File: config.mk
export PLATFORM = sky130hd
export DESIGN_NAME = johnson_seq_decoder
export DESIGN_NICKNAME = d
export VERILOG_FILES = /design/src/rtl/johnson_seq_decoder.sv
export SDC_FILE = /design/constraint.sdc
export NUM_CORES = 1
export LEC_CHECK = 0
export CAP_MARGIN = 5
export CORE_MARGIN = 2
export CORE_UTILIZATION = 40
export DETAILED_ROUTE_END_ITERATION = 8
export PLACE_DENSITY = 0.61
export SLEW_MARGIN = 25
export SYNTH_ARGS = -nofsm -noshare
export SYNTH_HDL_FRONTEND = slang
export SYNTH_SLANG_ARGS = --single-unit
File: constraint.sdc
create_clock -name clk -period 2.7 [get_ports clk]
set_input_delay 0.54 -clock clk [delete_from_list [all_inputs] [get_ports clk]]
set_output_delay 0.54 -clock clk [all_outputs]
set_load 0.05 [all_outputs]
File: src/rtl/johnson_seq_decoder.sv
// -----------------------------------------------------------------------------
// johnson_seq_decoder
//
// Receive-side checker for twisted-ring (Johnson) counter codes. Each sampled
// word is decoded to its binary position 0..2*WIDTH-1 and checked against the
// expected successor of the last legal word. The FSM (SEARCH/CHECK/LOCKED)
// declares lock after LOCK_THRESH consecutive correct steps. All outputs are
// registered, so results appear one clock after the word is sampled.
//
// Optional feature macro: JSD_ERR_COUNTER_EN
//   defined   : err_count is a saturating count of illegal_code/seq_error pulses
//   undefined : err_count is tied to 8'h00
//
// Ports
//   clk          in   1      rising-edge clock
//   reset_n      in   1      synchronous active-low reset
//   in_valid     in   1      code_in is sampled only when high
//   code_in      in   WIDTH  Johnson code word
//   count_out    out  IW     decoded index of the last legal word
//   count_valid  out  1      pulse: count_out updated
//   locked       out  1      high while in LOCKED
//   illegal_code out  1      pulse: sampled word is not a Johnson code
//   seq_error    out  1      pulse: legal word that is not the expected successor
//   err_count    out  8      saturating error counter (see macro above)
// -----------------------------------------------------------------------------
module johnson_seq_decoder #(
    parameter int WIDTH       = 4,
    parameter int LOCK_THRESH = 3,
    localparam int IW         = $clog2(2 * WIDTH)
) (
    input  logic             clk,
    input  logic             reset_n,
    input  logic             in_valid,
    input  logic [WIDTH-1:0] code_in,
    output logic [IW-1:0]    count_out,
    output logic             count_valid,
    output logic             locked,
    output logic             illegal_code,
    output logic             seq_error,
    output logic [7:0]       err_count
);

    localparam int N = 2 * WIDTH;
    localparam logic [WIDTH-1:0] ONES = '1;

    typedef enum logic [1:0] {
        SEARCH = 2'd0,
        CHECK  = 2'd1,
        LOCKED = 2'd2
    } state_t;

    state_t           state_reg;
    logic [3:0]       lock_cnt_reg;
    logic [WIDTH-1:0] last_code_reg;
    logic [IW-1:0]    count_reg;
    logic             count_valid_reg;
    logic             locked_reg;
    logic             illegal_reg;
    logic             seq_error_reg;

    // ------------------------------------------------------------------
    // Decode: one constant pattern per sequence position, compared in
    // parallel. Positions 0..WIDTH fill ones from the MSB; positions
    // WIDTH+1..2*WIDTH-1 drain them again from the MSB.
    // ------------------------------------------------------------------
    logic [WIDTH-1:0] pattern [N];
    logic [N-1:0]     match;

    generate
        for (genvar gi = 0; gi < N; gi++) begin : g_pattern
            if (gi <= WIDTH) begin : g_fill
                assign pattern[gi] = ~(ONES >> gi);
            end else begin : g_drain
                assign pattern[gi] = ONES >> (gi - WIDTH);
            end
            assign match[gi] = (code_in == pattern[gi]);
        end
    endgenerate

    logic [IW-1:0] code_index;

    always_comb begin
        code_index = '0;
        for (int k = 0; k < N; k++) begin
            if (match[k]) begin
                code_index = IW'(k);
            end
        end
    end

    // ------------------------------------------------------------------
    // Step classification relative to the last legal word
    // ------------------------------------------------------------------
    logic [WIDTH-1:0] expected_code;
    logic             is_legal;
    logic             is_stall;
    logic             is_expected;
    logic             illegal_next;
    logic             seq_error_next;
    logic [4:0]       lock_cnt_inc;

    assign expected_code  = {~last_code_reg[0], last_code_reg[WIDTH-1:1]};
    assign is_legal       = |match;
    assign is_stall       = (code_in == last_code_reg);
    assign is_expected    = (code_in == expected_code);
    assign illegal_next   = in_valid && !is_legal;
    // SEARCH has no reference word yet, so it can never report a sequence error.
    assign seq_error_next = in_valid && is_legal && (state_reg != SEARCH)
                            && !is_stall && !is_expected;
    assign lock_cnt_inc   = {1'b0, lock_cnt_reg} + 5'd1;

    // ------------------------------------------------------------------
    // FSM with registered outputs
    // ------------------------------------------------------------------
    always_ff @(posedge clk) begin
        if (!reset_n) begin
            state_reg       <= SEARCH;
            lock_cnt_reg    <= '0;
            last_code_reg   <= '0;
            count_reg       <= '0;
            count_valid_reg <= 1'b0;
            locked_reg      <= 1'b0;
            illegal_reg     <= 1'b0;
            seq_error_reg   <= 1'b0;
        end else begin
            count_valid_reg <= in_valid && is_legal;
            illegal_reg     <= illegal_next;
            seq_error_reg   <= seq_error_next;

            if (in_valid) begin
                if (!is_legal) begin
                    // Illegal words never touch count_out or last_code.
                    state_reg    <= SEARCH;
                    lock_cnt_reg <= '0;
                    locked_reg   <= 1'b0;
                end else begin
                    count_reg     <= code_index;
                    last_code_reg <= code_in;
                    case (state_reg)
                        SEARCH: begin
                            state_reg    <= CHECK;
                            lock_cnt_reg <= 4'd1;
                        end
                        CHECK: begin
                            if (is_stall) begin
                                // repeated word: hold the streak as is
                            end else if (is_expected) begin
                                lock_cnt_reg <= lock_cnt_inc[3:0];
                                if (lock_cnt_inc >= 5'(LOCK_THRESH)) begin
                                    state_reg  <= LOCKED;
                                    locked_reg <= 1'b1;
                                end
                            end else begin
                                // restart the streak on the new word
                                lock_cnt_reg <= 4'd1;
                            end
                        end
                        LOCKED: begin
                            if (!is_stall && !is_expected) begin
                                state_reg    <= CHECK;
                                lock_cnt_reg <= 4'd1;
                                locked_reg   <= 1'b0;
                            end
                        end
                        default: begin
                            state_reg    <= SEARCH;
                            lock_cnt_reg <= '0;
                            locked_reg   <= 1'b0;
                        end
                    endcase
                end
            end
        end
    end

    assign count_out    = count_reg;
    assign count_valid  = count_valid_reg;
    assign locked       = locked_reg;
    assign illegal_code = illegal_reg;
    assign seq_error    = seq_error_reg;

    // ------------------------------------------------------------------
    // Optional saturating error counter
    // ------------------------------------------------------------------
`ifdef JSD_ERR_COUNTER_EN
    logic [7:0] err_count_reg;

    always_ff @(posedge clk) begin
        if (!reset_n) begin
            err_count_reg <= '0;
        end else if ((illegal_next || seq_error_next) && (err_count_reg != 8'hFF)) begin
            err_count_reg <= err_count_reg + 8'd1;
        end
    end

    assign err_count = err_count_reg;
`else
    assign err_count = 8'h00;
`endif

endmodule

**Word level (Yosys, flattened, before mapping)**

Cells that the tools add are included.

- $add $sub $neg: 1
- Order comparisons: 1
- Equality and inequality tests: 16
- Multiplexer cells: 24
- Bitwise gates (word level): 1
- Reduce and logical (&&, ||, !) cells: 17

Operators with widths:

| operator | number |
|---|---|
| 3-bit two-way mux | 6 |
| 4-bit equality test, second input constant | 4 |
| 4-bit two-way mux | 4 |
| 3-bit != test, second input constant | 4 |
| 4-bit one-hot mux with 3 select lines | 1 |
| 2-bit two-way mux | 5 |
| 4-bit equality test | 2 |
| 8-bit OR reduction | 1 |
| 1-bit logical AND | 6 |
| 1-bit two-way mux | 6 |
| 2-bit one-hot mux with 3 select lines | 1 |
| 6-bit AND reduction | 1 |
| 4-bit by 1-bit adder with 5-bit output, second input constant | 1 |
| 5-bit by 2-bit >= comparator with 1-bit output, second input constant | 1 |
| 5-bit AND reduction | 1 |
| 4-bit by 1-bit equality test with 1-bit output, second input constant | 1 |
| 4-bit by 2-bit equality test with 1-bit output, second input constant | 1 |
| 4-bit by 3-bit equality test with 1-bit output, second input constant | 1 |
| 4-bit zero test | 1 |
| 1-bit zero test | 3 |
| 1-bit one-hot mux with 3 select lines | 1 |
| 3-bit AND reduction | 1 |
| 2-bit by 1-bit equality test with 1-bit output, second input constant | 1 |
| 2-bit equality test, second input constant | 1 |
| 5 further kinds | 5 |

- Register bits: 17
- Input port bits: 7
- Output and inout port bits: 15
- Word-level logic and storage cells: 68

**Logic depth before layout (Yosys ltp)**

Gate-level depths: netlist of run 1.

- Word-level depth: 8
- Gate-level depth with buffers: 8
- Gate-level depth less buffers: 7

**Worst setup path before layout of run 1**

Ideal clock, no wire load.

- Path kind: input-to-reg
- Start point: input code_in[3]
- End point: register lock_cnt_reg[1]
- Setup time: 0.070 ns
- Arrival time: 2.023 ns
- Required time: 2.630 ns
- Path slack: 0.608 ns
- Cell stages on the path: 7
- Buffers on the path: 2
- Path through: buf_6 -> mux2i_4 -> mux2i_4 -> buf_6 -> or3_4 -> or4_1 -> a21oi_1

- Cells in the longest elaborated chain, start to end: 5
- Elaborated cells between the ends (all ways): 21
- Those cells by class: eq/ne (11); mux (4); reduce/logical (6)

RTL lines:

| element | RTL line | RTL |
|---|---|---|
| start, declared | 34 | `input logic [WIDTH-1:0] code_in,` |
| 4-bit equality test (on tied branches) | 105, 104 |  |
| 4-bit two-way mux or 1-bit zero test (tied branches) | 147, 159 |  |
| 4-bit two-way mux or 1-bit logical AND (tied branches) | 145, 159 |  |
| 4-bit one-hot mux with 3 select lines or 3-bit != test (tied branches) | -- |  |
| 4-bit two-way mux or 3-bit AND reduction (tied branches) | -- |  |
| end signal, assigned | 148 | `lock_cnt_reg <= lock_cnt_inc[3:0];` |
| end, declared | 53 | `logic [3:0] lock_cnt_reg;` |

Several ways; a longest one is shown, not always the timed one. The select of a mux whose other input is x is not followed.
A chain may end at the register's enable or synchronous reset.

**Final worst setup path of run 1**

Same ends and word-level chain as after synthesis.

==> flow_metrics.py, run 1 <==
metrics = {
    "outcome": {
        "outcome": "finished clean",
    },
    "pwr": {
        "pwr_density_cell_nw_per_um2": 440.3,
        "netSwitchingFraction_pct": 33.70,
        "power.net_switching_uw": 196.3,
        "p_clk_share_pct": 23.7,
        "power_frac_comb_pct": 29.2,
        "ir_worst_vdd_uv": 404.0,
        "seq_power_share_pct": 47.1,
        "cell_internal_pwr_uw": 386.0,
        "static-leakage-power_uw": 0.0005190,
    },
    "cells_and_area": {
        "antenna-diode-count": 0,
        "layout_net_count": 150,
        "synthToLayoutAreaGrowth_pct": 12.57,
        "final_core_util_pct": 47.55,
        "drive_above_1_share_pct": 19.29,
        "stdcell_count": 171,
    },
    "clock_tree": {
        "tritoncts": "yes",
        "tritoncts.num_buffers": 3,
        "clockRootBuffer": "sky130_fd_sc_hd__clkbuf_4",
        "htreeDepth": 1,
        "cts-hold-fix-buffers": 0,
        "post_cts_buffers": 0,
        "clk_path_buf_depth": 2,
        "clkSlewWorstSetupHoldPaths_ns": 0.10,
        "postCtsResizedCells": 0,
        "latest_clock_arrival_within_the_worst_skew_pair_ns": 0.29,
        "clock-sinks": 17,
    },
    "run": {
        "timing.max_cap.violations": 0,
    },
    "synth": {
        "edff_count_synth": 0,
        "synth-warning-count": 0,
        "ys_dominant_reg_cell": "sky130_fd_sc_hd__dfxtp_1",
        "synth.ff_latch_count": 17,
        "syn-instance-count": 122,
        "synth_compound_gate_area_share_pct": 18.53,
        "multiplexer_share_of_the_synthesized_area_pct": 11.08,
        "parity_gate_share_of_the_synthesized_area_counting_xor_and_xnor_cells_pct": 7.348,
        "mapped_area_um2": 1175,
        "seq_total_area_yosys_pct": 28.97,
        "ys_types": 45,
        "async_reset_ff_share_pct": 0,
        "synth_top_family_by_area": "compound AO/OA/AOI/OAI gates",
        "avgSynthCellArea_um2": 9.630,
        "synth_simple_gate_area_share_pct": 17.04,
        "post_synth_fa_ha_maj_area_fraction_pct": 2.130,
    },
    "placement": {
        "numPlacedInstances": 167,
        "detailedPlace.worstSlack_ns": 0.05487,
        "post-dp-hpwl_um": 1665,
        "port_buffers": 13,
        "final_gp_congestion": 0.7890,
    },
    "global_routing": {
        "grt_start_max_net_pins": 12,
        "grt_residual_overflow": 0,
        "grt_pass1_vias": 892,
        "grt_antenna_before_repair": 0,
        "global_route.usage.total_pct": 15.44,
        "first_pass_grt_wire_length_um": 3974,
    },
    "setup_path": {
        "worst_r2r_src": "last_code_reg[0]",
        "cp.arrival_ns": 2.59,
        "crit-reg2reg-capture": "lock_cnt_reg[1]",
        "worstPathMaxFanout": 8,
        "setup.worst_path.class": "in2reg",
        "timing.critical_path.required_ns": 2.93,
        "r2r_slack_ns": 0.90,
        "critical_path.endpoint_type": "flop",
        "reg2reg_depth": 5,
        "start_kind": "input pin",
    },
    "detailed_routing": {
        "postRouteWirelength_um": 2233,
        "num_vias": 922,
        "antenna_violating_nets_post_route": 0,
        "detailedRoute.firstIterationViolations": 33,
        "route.detailed.wl_per_inst_um": 13.06,
        "drcViolationCount": 0,
        "via_per_instance_ratio": 5.392,
        "drt_first_pass_iters": 4,
    },
    "sta": {
        "final-max-slew-violation-count": 0,
        "timing.final.ws_setup_ns": 0.3386,
        "finalWorstPathRequiredPeriod_ns": 2.361,
        "hold_violations": 0,
        "max_slew.worst_pin.slew_ns": 0.5024,
        "timing.slew.headroom_pct": 66.40,
        "layout_skew_ns": 0.009928,
        "rsz_0062_raised_after_global_routing": "false",
        "finalCritPeriodShare_pct": 87.46,
        "max_freq_mhz": 423.5,
        "fin_setup_tns_ns": 0,
        "report.final.setup_viol": 0,
    },
    "floorplan": {
        "placementRows": 19,
        "die_height_um": 58.20,
        "fp.coreArea_um2": 2781,
        "die_x_um": 58.20,
        "die_area_um2": 3387,
        "io_pins": 22,
        "initial_core_utilization_pct": 42.24,
    },
    "hold_path": {
        "worstHoldStart": "count_out[0]",
        "hold_path_stages": 2,
        "hold_path_end": "count_out[0]",
        "timing.hold.worst.class": "reg2reg",
    },
}
-- cells in the final DEF, fill, tap and decap left out, types with 3 or more instances in the layout --
cell type                         instances
sky130_fd_sc_hd__nor2_1                   9
sky130_fd_sc_hd__dfxtp_1                 17
sky130_fd_sc_hd__buf_4                   11
sky130_fd_sc_hd__clkdlybuf4s50_1         13
sky130_fd_sc_hd__nand2_1                  6
sky130_fd_sc_hd__xnor2_1                  6
sky130_fd_sc_hd__nand2b_1                 3
sky130_fd_sc_hd__a21oi_1                  7
sky130_fd_sc_hd__clkbuf_4                 3
sky130_fd_sc_hd__mux2i_1                  7
sky130_fd_sc_hd__o31ai_1                  3
sky130_fd_sc_hd__inv_1                    4
sky130_fd_sc_hd__conb_1                   8
sky130_fd_sc_hd__o21ai_0                  5
-- power by group through the flow --
stage               registers, uW  clock network, uW  logic, uW
floorplan                     294                  0        131
finish                        274                138        170
detailed placement            280                  0        169
CTS                           274                144        170
global route                  276                159        184
global placement              280                  0        168
-- metal layers --
metal | vias to the layer above | wire length [um] | GRT usage, %
met5 | - | 0 | 0
met4 | 0 | 41 | 6.645
met3 | 6 | 163 | 5.357
met2 | 41 | 954 | 22.73
met1 | 414 | 1074 | 20.44
li1 | 461 | - | -
-- per-stage QoR --
stage	hold slack [ns]	area, um^2	power (uW)
3_5_place_dp	0.4789	1296	448.8
4_1_cts	0.4932	1323	587.9
2_1_floorplan	0.4568	1201	425.3
6_report	0.4817	1323	582.3
3_3_place_gp	0.4676	1296	447.8
5_1_grt	0.5261	1323	619.2
-- critical path, stage by stage --
cell and delay (ns):
sky130_fd_sc_hd__clkdlybuf4s50_1 0.55, sky130_fd_sc_hd__buf_4 0.15, sky130_fd_sc_hd__mux2i_4 0.23, sky130_fd_sc_hd__mux2i_4 0.13
sky130_fd_sc_hd__or3_4 0.42, sky130_fd_sc_hd__or4_1 0.41, sky130_fd_sc_hd__a21oi_1 0.15
-- worst max path at each step --
stage | from | endpoint | slack [ns] | cells after the start
final | code_in[3] | lock_cnt_reg[1] | 0.34 | 7
after global routing | code_in[3] | lock_cnt_reg[0] | 0.28 | 8
after CTS | code_in[3] | lock_cnt_reg[1] | 0.35 | 7
after detailed placement | code_in[2] | lock_cnt_reg[1] | 0.05 | 7
after global placement | code_in[2] | lock_cnt_reg[1] | 0.08 | 7
after floorplan | code_in[3] | lock_cnt_reg[1] | 0.61 | 7
-- synthesized netlist by cell type (3+ instances only) --
cell                        n  share of area [%]
sky130_fd_sc_hd__nand2_1    6                1.9
sky130_fd_sc_hd__nand2b_1   3                1.6
sky130_fd_sc_hd__nor2_1     9                2.9
sky130_fd_sc_hd__o21ai_0    5                2.1
sky130_fd_sc_hd__buf_4      8                5.1
sky130_fd_sc_hd__a21oi_1    7                3.0
sky130_fd_sc_hd__o31ai_1    3                1.9
sky130_fd_sc_hd__dfxtp_1   17                 29
sky130_fd_sc_hd__buf_6      4                3.8
sky130_fd_sc_hd__inv_1      4                1.3
sky130_fd_sc_hd__xnor2_1    6                4.5
sky130_fd_sc_hd__mux2i_1    7                6.0
-- area by class of cell --
cell class	instances	area, um^2
clock buffer	4	26.28
fill	260	1459
inverter	4	15.01
multi-input combinational	91	689.4
sequential	17	340.3
tap	31	38.79
timing repair buffer	24	212.7
-- cell families (layout without fill, tap and decap cells) --
group                    count (synthesis)  count (layout)
adder cells (fa/ha/maj)                  2               2
XOR/XNOR                                 9               9
AO/OA/AOI/OAI                           28              28
other                                    1               8
multiplexers                            10              10
AND/OR/NAND/NOR                         34              34
flip-flops                              17              17
buffers and inverters                   21              32
(Power assumes the default switching activity.)
==> run 2: changes to the inputs <==
--- a/config.mk
+++ b/config.mk
@@ -8,8 +8,11 @@
 export CAP_MARGIN = 5
 export CORE_MARGIN = 2
 export CORE_UTILIZATION = 40
+export CTS_CLUSTER_DIAMETER = 40
 export DETAILED_ROUTE_END_ITERATION = 8
-export PLACE_DENSITY = 0.61
+export DONT_BUFFER_PORTS = 1
+export GPL_TIMING_DRIVEN = 0
+export PLACE_DENSITY = 0.51
 export SLEW_MARGIN = 25
 export SYNTH_ARGS = -nofsm -noshare
 export SYNTH_HDL_FRONTEND = slang
==> flow_metrics.py, run 2 (synthesis results as in run 1) <==
metrics = {
    "outcome": {
        "outcome": "finished clean",
    },
    "global_routing": {
        "first_pass_grt_wire_length_um": 3677,
        "grt_pass1_vias": 778,
        "grt_antenna_before_repair": 0,
        "grt_residual_overflow": 0,
        "global_route.usage.total_pct": 14.02,
        "grt_start_max_net_pins": 11,
    },
    "clock_tree": {
        "post_cts_buffers": 0,
        "clk_path_buf_depth": 2,
        "latest_clock_arrival_within_the_worst_skew_pair_ns": 0.29,
        "cts-hold-fix-buffers": 0,
        "postCtsResizedCells": 0,
        "clockRootBuffer": "sky130_fd_sc_hd__clkbuf_4",
        "htreeDepth": 1,
        "tritoncts.num_buffers": 3,
        "clock-sinks": 17,
        "clkSlewWorstSetupHoldPaths_ns": 0.11,
        "tritoncts": "yes",
    },
    "floorplan": {
        "die_area_um2": 3387,
        "die_height_um": 58.20,
        "die_x_um": 58.20,
        "placementRows": 19,
        "initial_core_utilization_pct": 42.24,
        "io_pins": 22,
        "fp.coreArea_um2": 2781,
    },
    "setup_path": {
        "timing.critical_path.required_ns": 2.89,
        "setup.worst_path.class": "in2reg",
        "r2r_slack_ns": 0.68,
        "worst_r2r_src": "last_code_reg[1]",
        "critical_path.endpoint_type": "flop",
        "reg2reg_depth": 5,
        "start_kind": "input pin",
        "cp.arrival_ns": 2.22,
        "worstPathMaxFanout": 8,
        "crit-reg2reg-capture": "lock_cnt_reg[0]",
    },
    "cells_and_area": {
        "layout_net_count": 143,
        "antenna-diode-count": 0,
        "drive_above_1_share_pct": 24.81,
        "final_cell_area_um2": 1267,
        "n_fill_cell": 285,
        "synthToLayoutAreaGrowth_pct": 7.881,
        "final_cell_mix": "sky130_fd_sc_hd__dfxtp_1 (17), sky130_fd_sc_hd__nor2_1 (9), sky130_fd_sc_hd__buf_4 (8), sky130_fd_sc_hd__conb_1 (8)",
        "layout.cells.most_common": "sky130_fd_sc_hd__dfxtp_1",
    },
    "pwr": {
        "ir_worst_vdd_uv": 360.6,
        "pwr_density_cell_nw_per_um2": 457.7,
        "static-leakage-power_uw": 0.0005149,
    },
    "sta": {
        "timing.slew.headroom_pct": 43.12,
        "hold_violations": 0,
        "max_freq_mhz": 492.1,
        "fin_setup_tns_ns": 0,
        "finalWorstPathRequiredPeriod_ns": 2.032,
        "rsz_0062_raised_after_global_routing": "false",
        "report.final.setup_viol": 0,
        "max_slew.worst_pin.slew_ns": 0.8460,
        "finalCritPeriodShare_pct": 75.27,
        "final.hold.worst_slack_ns": 0.4946,
        "layout_skew_ns": 0.008640,
        "final-max-slew-violation-count": 0,
    },
    "hold_path": {
        "worstHoldStart": "in_valid",
        "hold_path_stages": 2,
        "timing.hold.worst.class": "in2reg",
        "hold_path_end": "locked",
    },
    "placement": {
        "final_gp_congestion": 0.8186,
        "dpl-instance-area_um2": 1240,
        "port_buffers": 0,
        "post-dp-hpwl_um": 1666,
    },
    "detailed_routing": {
        "postRouteWirelength_um": 2306,
        "via_per_instance_ratio": 5.470,
        "route.detailed.wl_per_inst_um": 14.06,
        "antenna_violating_nets_post_route": 0,
        "detailedRoute.firstIterationViolations": 32,
        "drt_first_pass_iters": 4,
        "drcViolationCount": 0,
        "num_vias": 897,
    },
    "run": {
        "timing.max_cap.violations": 0,
    },
}
run 2: cell type report:
type	instances	area [um^2]	area share, %
Clock inverter	1	5.005	0.3949
Buffer	17	156.4	12.34
Inverter	4	15.01	1.185
Sequential cell	17	340.3	26.85
Tap cell	31	38.79	3.060
Multi-Input combinational cell	91	689.4	54.39
Clock buffer	3	22.52	1.777
run 2: metrics by stage:
stage	util (%)	power [uW]	setup WS (ns)	instances
5_1_grt	45.57	614.4	0.5850	164
3_3_place_gp	44.58	443.3	0.4846	160
4_1_cts	45.57	587.2	0.7053	164
3_5_place_dp	44.58	445.4	0.4285	160
6_report	45.57	580.1	0.6677	164
2_1_floorplan	-	425.3	0.6075	129
run 2: how the worst max path moves through the flow:
stage	start	endpoint	slack [ns]	depth (start not counted)
floorplan	code_in[3]	lock_cnt_reg[1]	0.61	7
global placement	code_in[3]	lock_cnt_reg[0]	0.48	6
detailed placement	code_in[3]	lock_cnt_reg[0]	0.43	6
CTS	code_in[3]	lock_cnt_reg[0]	0.71	6
global route	last_code_reg[2]	lock_cnt_reg[0]	0.59	5
finish	code_in[3]	lock_cnt_reg[0]	0.67	6
run 2: critical path: stages:
cell,delay [ns]
sky130_fd_sc_hd__buf_6,0.12
sky130_fd_sc_hd__xnor2_1,0.20
sky130_fd_sc_hd__nand4_2,0.23
sky130_fd_sc_hd__o31ai_1,0.78
sky130_fd_sc_hd__a211oi_1,0.09
sky130_fd_sc_hd__a32o_1,0.25
run 2: metal layers:
metal	part of all wire [%]	vias up	track usage [%]	wire, um
li1	-	447	-	-
met1	52	427	19.78	1188
met2	43	21	21.59	998
met3	4.3	2	4.241	100
met4	0.82	0	1.993	19
met5	0	-	0	0
run 2: where the power goes:
part,internal [uW],switching [uW]
clock network,55.1,85.1
registers,263,28.4
logic,62.4,86.5
total,380,200
==> RTL change 1 (settings of run 2) <==
Encoding of `state_t`: now one-hot (3 bits for 3 states).
--- a/src/rtl/johnson_seq_decoder.sv
+++ b/src/rtl/johnson_seq_decoder.sv
@@ -43,10 +43,10 @@
     localparam int N = 2 * WIDTH;
     localparam logic [WIDTH-1:0] ONES = '1;
 
-    typedef enum logic [1:0] {
-        SEARCH = 2'd0,
-        CHECK  = 2'd1,
-        LOCKED = 2'd2
+    typedef enum logic [2:0] {
+        SEARCH = 3'b001,
+        CHECK  = 3'b010,
+        LOCKED = 3'b100
     } state_t;
 
     state_t           state_reg;
Check against the original RTL: no difference found for any inputs over 10 cycles, from zero or initial values and one cycle with reset_n low; not proved beyond that.
==> RTL change 1 against run 2 <==
- die area rose by 7.0%
- area after synthesis rose by 7.6%
- largest cell class unchanged
- design area rose by 9.0%
- register-to-register slack got worse by 0.15 ns
- clock power rose by 23%
- critical path type is now register to register
- wire length rose by 12%
- sequential power rose by 4%
- cell count rose by 24%
- total power rose by 7.5%
- worst setup slack got worse by 0.14 ns
- sequential share of layout area fell by 0.76 points
- sequential cell count rose by 1
==> RTL change 1: results (changes against run 2) <==
Status
  • Status: completed

Critical path
  • Crit-path max FO: 7 (-1)
  • Critical path's largest stage delay: 0.73 ns (-0.05 ns)
  • CP max stage cell: o41ai_1

Placed design
  • Placed Instance Area: 1350 sq um (+8.5%)
  • Pre-CTS WS: 0.450 ns (+0.0219 ns)
  • Dpl cells: 199 (+24%)
  • Final Wtd Congestion: 0.882 (+7.7%)
  • DP Wirelength: 1.98 mm (+19%)

Routing
  • Pre-antenna DRT Iters: 5 (+1)
  • Routed WL: 2.59 mm (+12%)
  • Via density: 5.11 (-6.5%)
  • DRT iter0 DRCs: 21 (-34%)
  • DR WL/cell: 12.8 um (-9.2%)

Power and ir drop
  • Peak supply drop: 0.000184 V (-49%)
  • Switching fraction of total power: 33.6% (-0.85 points)

Yosys
  • Sequential area share after synthesis: 28.5% (-0.45 points)
  • Yosys cell types: 49 (+8.9%)
  • Most common library cells after synthesis: 18 x dfxtp_1, 17 x nor2_1, 12 x nand2_1
  • Xor and xnor area share after synthesis: 8.32% (+0.97 points)
  • Ranking of synthesized cells by area: dfxtp_1 29%, mux2i_1 5.5%, nor2_1 5.0%, xor2_1 4.9%, buf_4 4.8%
  • Syn_area_per_cell: 8.54 sq um (-11%)
  • Compound-cell area share of the yosys netlist: 19.8% (+1.3 points)

Layout
  • Area of the multi-input gates: 821 sq um (+19%)
  • Non-clock buffering overhead: 7.07% (-5.3 points)
  • Layout Utilization: 45.6% (+0.051 points)
  • Nets: 169 (+18%)
  • Logic inverters: 3 (-1)
  • Ratio of cells with drive above 1 in the final layout: 18.2% (-6.6 points)
  • # clk buffers: 4 (+1)
  • Buffers excl. clock: 15 (-2)

Die
  • Core ar.: 3030 sq um (+8.9%)

Clocking
  • Clk sinks: 18 (+1)
## RTL change 1: changes by cell type after synthesis, sizes merged, moves of 3 or more
cell / delta
xor2: +5
nand2: +6
nand3: +3
nor2: +10
o41ai: +3
a21oi: +4
## RTL change 1: per-layer routing
metal | global-route usage [%] | routed length, um | vias to the layer above
met2 | 26.2 | 1220 | 22
met1 | 19.8 | 1230 | 489
met3 | 3.03 | 121 | 2
li1 | - | - | 525
met5 | 0 | 0 | -
met4 | 5.71 | 19 | 0
## RTL change 1: final timing paths
kind                          end  slack (ns)  cells after the start       startpoint
setup reg to reg           locked        0.53                      6  lock_cnt_reg[0]
hold / removal    lock_cnt_reg[0]        0.45                      2         in_valid
setup / recovery           locked        0.53                      6  lock_cnt_reg[0]
hold reg to reg   lock_cnt_reg[3]        0.48                      2  lock_cnt_reg[3]
## RTL change 1: logic make-up (layout without fill, tap and decap cells)
kind of cell,Yosys count,count (layout)
buffers and inverters,18,22
other,1,8
DFF,18,18
adders and majority gates,2,2
muxes,7,7
AOI/OAI and AO/OA,32,32
and+or+nand+nor,58,58
xor gates and xnor gates,12,12
## RTL change 1: power groups by stage
stage               registers [mW]  logic, mW  clock network [mW]
floorplan                    0.308      0.129                   0
finish                       0.304      0.147               0.172
global route                 0.307      0.161               0.191
global placement             0.311      0.146                   0
CTS                          0.304      0.147               0.181
detailed placement           0.311      0.147                   0
## RTL change 1: worst reg2reg max path: cells and delay by family (launching register included)
family / cells / cell delay [ns]
AOI/OAI and AO/OA: 2 / 1.05
DFF: 1 / 0.45
adders and majority gates: 1 / 0.30
and+or+nand+nor: 2 / 0.19
buffers and inverters: 1 / 0.07
==> RTL change 2 (flow settings as in run 2) <==
Without the edit above. The parameter `WIDTH` goes from 4 to 2.
--- a/src/rtl/johnson_seq_decoder.sv
+++ b/src/rtl/johnson_seq_decoder.sv
@@ -24,7 +24,7 @@
 //   err_count    out  8      saturating error counter (see macro above)
 // -----------------------------------------------------------------------------
 module johnson_seq_decoder #(
-    parameter int WIDTH       = 4,
+    parameter int WIDTH       = 2,
     parameter int LOCK_THRESH = 3,
     localparam int IW         = $clog2(2 * WIDTH)
 ) (
Interface: changed (resized code_in and count_out); port bits go from 22 to 19. The function was not compared with the original's and may differ.
==> RTL change 2 against run 2 <==
- design area fell by 22%
- total power shrank 21%
- global-route usage up 1.3 points
- area after synthesis is 23% lower
- clock power decreased by 12%
- wire length decreased by 25%
- core utilization shrank 0.24 points
- worst setup slack better by 0.039 ns
- sequential cell count fell by 3
- sequential share of layout area rose by 1.6 points
==> RTL change 2: results (changes against run 2) <==
Clocking
  • Clk Latency, worst-skew pair: 0.28 ns
  • # resized after CTS: 0 (unchanged)
  • H-Tree Level Count: 1 (unchanged)
  • Root Buffer: clkbuf_4
  • Clock slew at reported path FFs: 0.09 ns (-0.02 ns)

Yosys
  • Async SR Flop Fraction: 0% (unchanged)
  • Most common library cells after synthesis: 14 x dfxtp_1, 13 x nand2_1, 11 x nor2_1
  • Yosys cell types: 34 (-24%)
  • Yosys warning count: 0 (unchanged)
  • Sequential area share after synthesis: 31.2% (+2.2 points)
  • Ranking of synthesized cells by area: dfxtp_1 31%, ha_1 8.3%, buf_4 7.5%, nand2_1 5.4%, nor2_1 4.6%

Critical path
  • CP max stage cell: nor4_1
  • Worst path arrival time: 2.16 ns (-0.06 ns)
  • Crit path max-delay family: simple AND/OR/NAND/NOR gates
  • Crit-path max FO: 6 (-2)
  • Critical path's largest stage delay: 0.64 ns (-0.14 ns)

Power and ir drop
  • Peak supply drop: 0.000304 V (-16%)
  • Lkg Pwr: 0.424 nW (-18%)

GRT
  • First-pass GRT wire length: 3.02 mm (-18%)
  • Initial antenna violation count: 0 (unchanged)
  • Vias in the first global route: 688 (-12%)
  • All-layer global routing usage: 15.3% (+1.3 points)

STA
  • Final max-slew violation count: 0 (unchanged)
  • Relative slew slack: 49.0% (+5.9 points)
  • Skew final: 0.00264 ns (-0.00600 ns)

Layout
  • Nets: 132 (-7.7%)
  • Ratio of cells with drive above 1 in the final layout: 16.8% (-8.0 points)

Placed design
  • Final Wtd Congestion: 0.744 (-9.1%)
  • DP Wirelength: 1.35 mm (-19%)
  • Pre-CTS WS: 0.387 ns (-0.0415 ns)

Routing
  • DRT iter0 DRCs: 14 (-56%)
  • DR WL/cell: 11.8 um (-16%)
  • Routed vias: 730 (-19%)
  • Pre-antenna DRT Iters: 4 (unchanged)

Min path
  • Hold Path Class: primary input to register

Status
  • Status: completed

Flow run
  • Max-cap viol count: 0 (unchanged)
==> RTL change 2: power by group <==
| part | internal [mW] | switching, mW |
|---|---|---|
| registers | 0.215 | 0.0212 |
| logic | 0.0342 | 0.0670 |
| clock network | 0.0518 | 0.0708 |
| total | 0.301 | 0.159 |
==> RTL change 2: metal layers <==
metal	vias to the layer above	wire (um)	track usage (%)
met2	16	790	25.9
met1	332	821	17.7
met5	-	0	0
met4	0	34	5.26
li1	378	-	-
met3	4	89	5.56
==> RTL change 2: path summary, 6_finish.rpt <==
path | startpoint | endpoint | slack (ns) | depth (start not counted)
worst min register to register | lock_cnt_reg[3] | lock_cnt_reg[3] | 0.52 | 1
worst max-delay path | code_in[0] | locked | 0.71 | 7
worst min-delay path | reset_n | illegal_code | 0.41 | 2
worst max register to register | lock_cnt_reg[0] | locked | 0.91 | 7
==> RTL change 2: layout make-up <==
type,instances,area [sq um]
plain buffers,14,108
clock buffers,3,22.5
fillers,231,1190
inverters,6,22.5
multi-input cells,82,515
flip-flops and latches,14,280
well taps,28,35.0
==> RTL change 2: stage by stage <==
stage                     area, sq um  utilization, %  cells
after detailed placement          961            44.3    144
after floorplan                   926               -    116
final                             983            45.3    147
after global placement            961            44.3    144
after CTS                         983            45.3    147
after global routing              983            45.3    147
==> RTL change 2: cell families (layout without fill, tap and decap cells) <==
logic type	after synthesis	after routing	share of synthesized area (%)
adder cells (fa/ha/maj)	6	6	8.34
flip-flops	14	14	31.2
XOR/XNOR	4	4	4.73
buffers and inverters	20	23	14.5
AND/OR/NAND/NOR	38	38	21.1
AO/OA/AOI/OAI	26	26	19.7
other	1	8	0.417
